[config.mk]
export PLATFORM = sky130hd
export DESIGN_NAME = sample_recorder
export DESIGN_NICKNAME = d
export VERILOG_FILES = /design/src/rtl/sample_pkg.sv /design/src/rtl/rec_trigger.sv /design/src/rtl/sample_recorder.sv
export SDC_FILE = /design/constraint.sdc
export NUM_CORES = 1
export LEC_CHECK = 0
export ABC_AREA = 1
export ABC_CLOCK_PERIOD_IN_PS = 2600
export CAP_MARGIN = 5
export CORE_MARGIN = 2
export CORE_UTILIZATION = 30
export CTS_CLUSTER_SIZE = 25
export DETAILED_ROUTE_END_ITERATION = 7
export SYNTH_ARGS = -nofsm -noshare
export SYNTH_HDL_FRONTEND = slang
export SYNTH_HIERARCHICAL = 1
export SYNTH_SLANG_ARGS = --single-unit
[constraint.sdc]
create_clock -name clk -period 2.6 [get_ports clk]
set_clock_uncertainty 0.05 [all_clocks]
set_input_delay 0.65 -clock clk [delete_from_list [all_inputs] [get_ports clk]]
set_output_delay 0.65 -clock clk [all_outputs]
set_load 0.005 [all_outputs]
[src/rtl/sample_pkg.sv]
// Shared definitions for the sample recorder: slot sizing, FSM state encoding,
// offset-binary midpoint and default geometry.
package sample_pkg;

    localparam int SLOT_W     = 2;
    localparam int NUM_SLOTS  = 1 << SLOT_W;
    localparam int DEF_ADDR_W = 13;
    localparam int DEF_DATA_W = 8;
    localparam int DEF_THRESH = 16;

    localparam logic [7:0] MIDPOINT = 8'h80;

    typedef logic [1:0] state_t;

    localparam state_t ST_IDLE   = 2'd0;
    localparam state_t ST_ARM    = 2'd1;
    localparam state_t ST_RECORD = 2'd2;
    localparam state_t ST_FINISH = 2'd3;

endpackage

[src/rtl/rec_trigger.sv]
// Level trigger: hit when an offset-binary sample lies strictly outside
// MIDPOINT +/- THRESH. Only used in builds with REC_TRIGGER_EN defined.
module rec_trigger
    import sample_pkg::*;
#(
    parameter int DATA_W = DEF_DATA_W,
    parameter int THRESH = DEF_THRESH
) (
    input  logic [DATA_W-1:0] audio_in,
    output logic              hit
);

    // Signed int compare so MIDPOINT - THRESH may go negative without wrapping.
    assign hit = (int'(audio_in) > int'(MIDPOINT) + THRESH) ||
                 (int'(audio_in) < int'(MIDPOINT) - THRESH);

endmodule

[src/rtl/sample_recorder.sv]
// Captures sample_tick-strobed audio into one of four slot RAMs and keeps a
// per-slot recorded-length table. Define REC_TRIGGER_EN for level-triggered start.
module sample_recorder
    import sample_pkg::*;
#(
    parameter int ADDR_W = DEF_ADDR_W,
    parameter int DATA_W = DEF_DATA_W
`ifdef REC_TRIGGER_EN
    ,
    parameter int THRESH = DEF_THRESH
`endif
) (
    input  logic              clk,
    input  logic              resetn,
    input  logic              sample_tick,
    input  logic [DATA_W-1:0] audio_in,
    input  logic              rec_req,
    input  logic              rec_stop,
    input  logic              abort,
    input  logic [SLOT_W-1:0] slot_sel,
    output logic              wr_en,
    output logic [SLOT_W-1:0] wr_slot,
    output logic [ADDR_W-1:0] wr_addr,
    output logic [DATA_W-1:0] wr_data,
    output logic              busy,
    output logic              done,
    output logic              full,
    output logic [ADDR_W:0]   slot_len
);

    logic trig_hit;

`ifdef REC_TRIGGER_EN
    rec_trigger #(
        .DATA_W (DATA_W),
        .THRESH (THRESH)
    ) u_rec_trigger (
        .audio_in (audio_in),
        .hit      (trig_hit)
    );
`else
    assign trig_hit = 1'b1;
`endif

    state_t            state_q, state_d;
    logic [SLOT_W-1:0] slot_q, slot_d;
    logic [ADDR_W:0]   count_q, count_d;
    logic              full_q, full_d;
    logic              wr_en_q, wr_en_d;
    logic [ADDR_W-1:0] wr_addr_q, wr_addr_d;
    logic [DATA_W-1:0] wr_data_q, wr_data_d;
    logic              busy_q, done_q;
    logic [ADDR_W:0]   len_q [NUM_SLOTS];
    logic              do_write, commit_len;

    always_comb begin
        // NOTE: every signal assigned here gets a default first, so no path can infer a latch.
        state_d    = state_q;
        slot_d     = slot_q;
        count_d    = count_q;
        full_d     = full_q;
        wr_en_d    = 1'b0;
        wr_addr_d  = wr_addr_q;
        wr_data_d  = wr_data_q;
        do_write   = 1'b0;
        commit_len = 1'b0;

        case (state_q)
            ST_IDLE: begin
                if (rec_req) begin
                    slot_d  = slot_sel;
                    count_d = '0;
                    full_d  = 1'b0;
                    state_d = ST_ARM;
                end
            end
            ST_ARM: begin
                if (abort) begin
                    state_d = ST_IDLE;
                end else if (rec_stop) begin
                    state_d = ST_FINISH;
                end else if (sample_tick && trig_hit) begin
                    do_write = 1'b1;
                    state_d  = ST_RECORD;
                end
            end
            ST_RECORD: begin
                if (abort) begin
                    state_d = ST_IDLE;
                end else begin
                    if (sample_tick) begin
                        do_write = 1'b1;
                        // Writing the last address ends the take; the counter never wraps.
                        if (count_q[ADDR_W-1:0] == '1) begin
                            full_d  = 1'b1;
                            state_d = ST_FINISH;
                        end
                    end
                    if (rec_stop) state_d = ST_FINISH;
                end
            end
            default: begin
                commit_len = !abort;
                state_d    = ST_IDLE;
            end
        endcase

        if (do_write) begin
            wr_en_d   = 1'b1;
            wr_addr_d = count_q[ADDR_W-1:0];
            wr_data_d = audio_in;
            count_d   = count_q + 1'b1;
        end
    end

    always_ff @(posedge clk or negedge resetn) begin
        if (!resetn) begin
            state_q   <= ST_IDLE;
            slot_q    <= '0;
            count_q   <= '0;
            full_q    <= 1'b0;
            wr_en_q   <= 1'b0;
            wr_addr_q <= '0;
            wr_data_q <= '0;
            busy_q    <= 1'b0;
            done_q    <= 1'b0;
        end else begin
            state_q   <= state_d;
            slot_q    <= slot_d;
            count_q   <= count_d;
            full_q    <= full_d;
            wr_en_q   <= wr_en_d;
            wr_addr_q <= wr_addr_d;
            wr_data_q <= wr_data_d;
            busy_q    <= (state_d != ST_IDLE);
            done_q    <= (state_d == ST_FINISH);
        end
    end

    // NOTE: the length table is a handful of flops, not RAM, so it takes the async reset.
    always_ff @(posedge clk or negedge resetn) begin
        if (!resetn) begin
            for (int i = 0; i < NUM_SLOTS; i++) len_q[i] <= '0;
        end else if (commit_len) begin
            len_q[slot_q] <= count_q;
        end
    end

    assign wr_en    = wr_en_q;
    assign wr_slot  = slot_q;
    assign wr_addr  = wr_addr_q;
    assign wr_data  = wr_data_q;
    assign busy     = busy_q;
    assign done     = done_q;
    assign full     = full_q;
    assign slot_len = len_q[slot_sel];

endmodule

==> flow_summary.toml <==
[cells_and_area]
num_antenna_cells = 0
syn2layout_area_growth_pct = 26.6
nets = 580
drive_above_1_share_pct = 9.75
num-fill-cells = 1420

[setup_path]
crit_type = "in -> out"
r2r_slack_ns = 0.75
crit_path_start_kind = "primary input"
worstPathArrival_ns = 1.70
critPathRequiredTime_ns = 1.90
regToRegStartpoint = "state_q[0]$_DFF_PN0_"
regToRegEndpoint = "count_q[11]$_DFFE_PN0P_"
crit_fanout = 11
cp-end-kind = "primary output"
crit_end = "slot_len[4]"
r2r.worst_path.cells = 9
crit_path_start = "slot_sel[0]"

[sta]
fmax_ghz = 0.416
layout_min_cycle_time_ns = 2.40
relSlewSlack_pct = 75.5
hold_viol_final = 0
worstMarginPinSlew_ns = 0.364
setup_viol = 0
drv_slew = 0
fin_crit_sh_pct = 92.5
tns_ns = 0
rsz0062_at_grt = "false"

[outcome]
status = "complete, no violations"

[grt]
grt_max_degree = 59
gr-total-overflow = 0
grt_pass1_wl_mm = 18.1
grtUsageTotal_pct = 14.5
grt_pass1_vias = 3542
antenna_found_initial = 0

[synth]
ys_top_cells_by_count = "125 x nand2_1, 105 x o21ai_0, 99 x dfrtp_1"
synthTopCellsByArea = "dfrtp_1 57%, o21ai_0 12%, nand2_1 11%, nor2_1 4.0%, inv_1 2.7%"
ys_seq_area_share_pct = 56.7
synth_ff_type = "dfrtp_1"
avgSynthCellArea_sq_um = 8.79
syn-instance-count = 497
async_flop_share_pct = 100
synth_area_sq_um = 4370
yosysMostFrequentCell = "nand2_1"
synth_edf_count = 0
ys.warnings.count = 6
ys_ff_latch = 99
syn_nets = 518
synth_cell_types = 32
yosys.area.top_type = "dfrtp_1"
synth_top_area_share_pct = 56.7

[job]
cap_viol_max_count = 0

[worst_hold_path]
min_path_type = "in -> async"

[pwr]
ir_drop_uv = 408
p_int_mw = 3.05
pwr-share-comb_pct = 24.9
p_seq_share_pct = 45.0
power_density_nw_per_um2 = 792
switchingPower_mw = 1.33
p_sw_share_pct = 30.4
power_mw = 4.38
clkPwrFrac_pct = 30.1
leakagePower_nw = 2.54

[floorplan]
core-area_sq_um = 14400
die_w_um = 125
initial_core_util_pct = 30.4
dieArea_sq_um = 15500
die_h_um = 125
pin_count = 57
num_rows = 44

[clocking]
max-clock-path-buffers = 2
cts_setup_buffers = 0
clk_latency_ns = 0.35
tritoncts = "built"
holdBufCountCts = 0
root_buffer = "clkbuf_16"
cts.clk_slew.worst_paths_ns = 0.07
cts_num_sinks = 99
cts_buffers = 9
htreeDepth = 3

[place]
dp_hpwl_mm = 7.40
routabilityCongestion = 0.879
portBuffers = 56

[drt]
drtPass1Iterations = 5
routed_wl_mm = 10.7
vias_per_cell = 4.77
vias = 3565
drc = 0
drt_iter0_markers = 251
ant_nets = 0
wl_per_cell_um = 14.3
-- registers in the layout (all words and copies together) (netlist names) --
register and count:
wr_slot 2, wr_en 1, state_q 2, busy 1
len_q 56, full 1, wr_data 8, wr_addr 13
done 1, count_q 14
-- cells in the final DEF (no fill, tap or decap), types with 2 or more instances in the layout --
master | netlist | final
nand2_1 | 125 | 125
o21ai_0 | 105 | 105
dfrtp_1 | 99 | 99
nor2_1 | 47 | 47
clkdlybuf4s50_1 | 0 | 39
inv_1 | 31 | 29
o22ai_1 | 17 | 17
buf_4 | 1 | 12
nand3_1 | 11 | 11
dlygate4sd2_1 | 0 | 10
clkbuf_16 | 0 | 9
a21oi_1 | 6 | 6
inv_2 | 3 | 5
ha_1 | 5 | 5
buf_12 | 1 | 5
inv_6 | 1 | 4
dlymetal6s2s_1 | 0 | 4
nand2_2 | 3 | 3
nand4_1 | 3 | 3
nor2_4 | 2 | 2
nor3_2 | 2 | 2
xor2_1 | 2 | 2
a21oi_2 | 2 | 2
clkinv_4 | 0 | 2
-- worst min path at each step --
| stage | endpoint | cells past startpoint | from | slack (ns) |
|---|---|---|---|---|
| 6_report | wr_addr[0]$_DFFE_PN0P_ | 1 | resetn | 0.1 |
| 5_1_grt | len_q[28]$_DFFE_PN0P_ | 1 | resetn | 0.09 |
| 4_1_cts | len_q[28]$_DFFE_PN0P_ | 1 | resetn | 0.09 |
| 3_5_place_dp | wr_data[5]$_DFFE_PN0P_ | 2 | wr_data[5]$_DFFE_PN0P_ | 0.41 |
| 3_3_place_gp | len_q[31]$_DFFE_PN0P_ | 2 | len_q[31]$_DFFE_PN0P_ | 0.41 |
| 2_1_floorplan | busy$_DFF_PN0_ | 0 | resetn | 0.30 |
-- power by group through the flow --
stage	Sequential, mW	Combinational [mW]	Clock [mW]
2_1_floorplan	1.99	0.494	0
3_3_place_gp	2.00	1.09	0
3_5_place_dp	2.00	1.12	0
4_1_cts	1.97	1.11	1.36
5_1_grt	2.01	1.23	1.43
6_report	1.97	1.09	1.32
-- logic make-up (layout without fill, tap and decap cells) --
logic type / Yosys count / count (layout) / share of synthesized area [%]
XOR/XNOR: 2 / 2 / 0.401
AND/OR/NAND/NOR: 197 / 197 / 18.9
flip-flops: 99 / 99 / 56.7
AO/OA/AOI/OAI: 137 / 137 / 16.9
buffers and inverters: 57 / 124 / 5.64
adder cells (fa/ha/maj): 5 / 5 / 1.43
-- critical path: stages --
cell	delay, ns
clkdlybuf4s15_2	0.22
buf_12	0.15
buf_12	0.13
o21ai_0	0.16
o22ai_1	0.12
dlygate4sd2_1	0.27
-- metrics by stage --
stage | worst slack, ns | utilization, % | hold slack (ns) | std cells | cell area [sq um]
CTS | 0.000643 | 38.4 | 0.0937 | 748 | 5520
floorplan | 0.462 | - | 0.304 | 497 | 4370
detailed placement | -0.391 | 36.4 | 0.415 | 732 | 5240
global placement | -0.395 | 36.4 | 0.412 | 732 | 5240
global route | 0.0950 | 38.5 | 0.0940 | 748 | 5530
finish | 0.196 | 38.5 | 0.0965 | 748 | 5530
-- layer usage --
| layer | up-vias | track usage, % | routed length (um) | share of wire (%) |
|---|---|---|---|---|
| met5 | - | 0 | 0 | 0 |
| met4 | 0 | 3.50 | 104 | 0.98 |
| met3 | 10 | 4.77 | 590 | 5.5 |
| met2 | 80 | 22.2 | 4970 | 47 |
| met1 | 1700 | 19.8 | 5000 | 47 |
| li1 | 1775 | - | - | - |
-- area by class of cell --
| type | instances | area, sq um | area share (%) |
|---|---|---|---|
| clock buffer | 10 | 239 | 4.32 |
| clock inverter | 6 | 55.1 | 0.996 |
| inverter | 35 | 136 | 2.47 |
| multi-input combinational | 341 | 1640 | 29.7 |
| sequential | 99 | 2480 | 44.8 |
| tap | 184 | 230 | 4.17 |
| timing repair buffer | 73 | 746 | 13.5 |
-- timing repair --
item,CTS,global route
endpoints found under the setup margin,14,4
pin swaps,3,2
gates cloned,0,0
resized for setup,18,5
(Power assumes the default switching activity.)
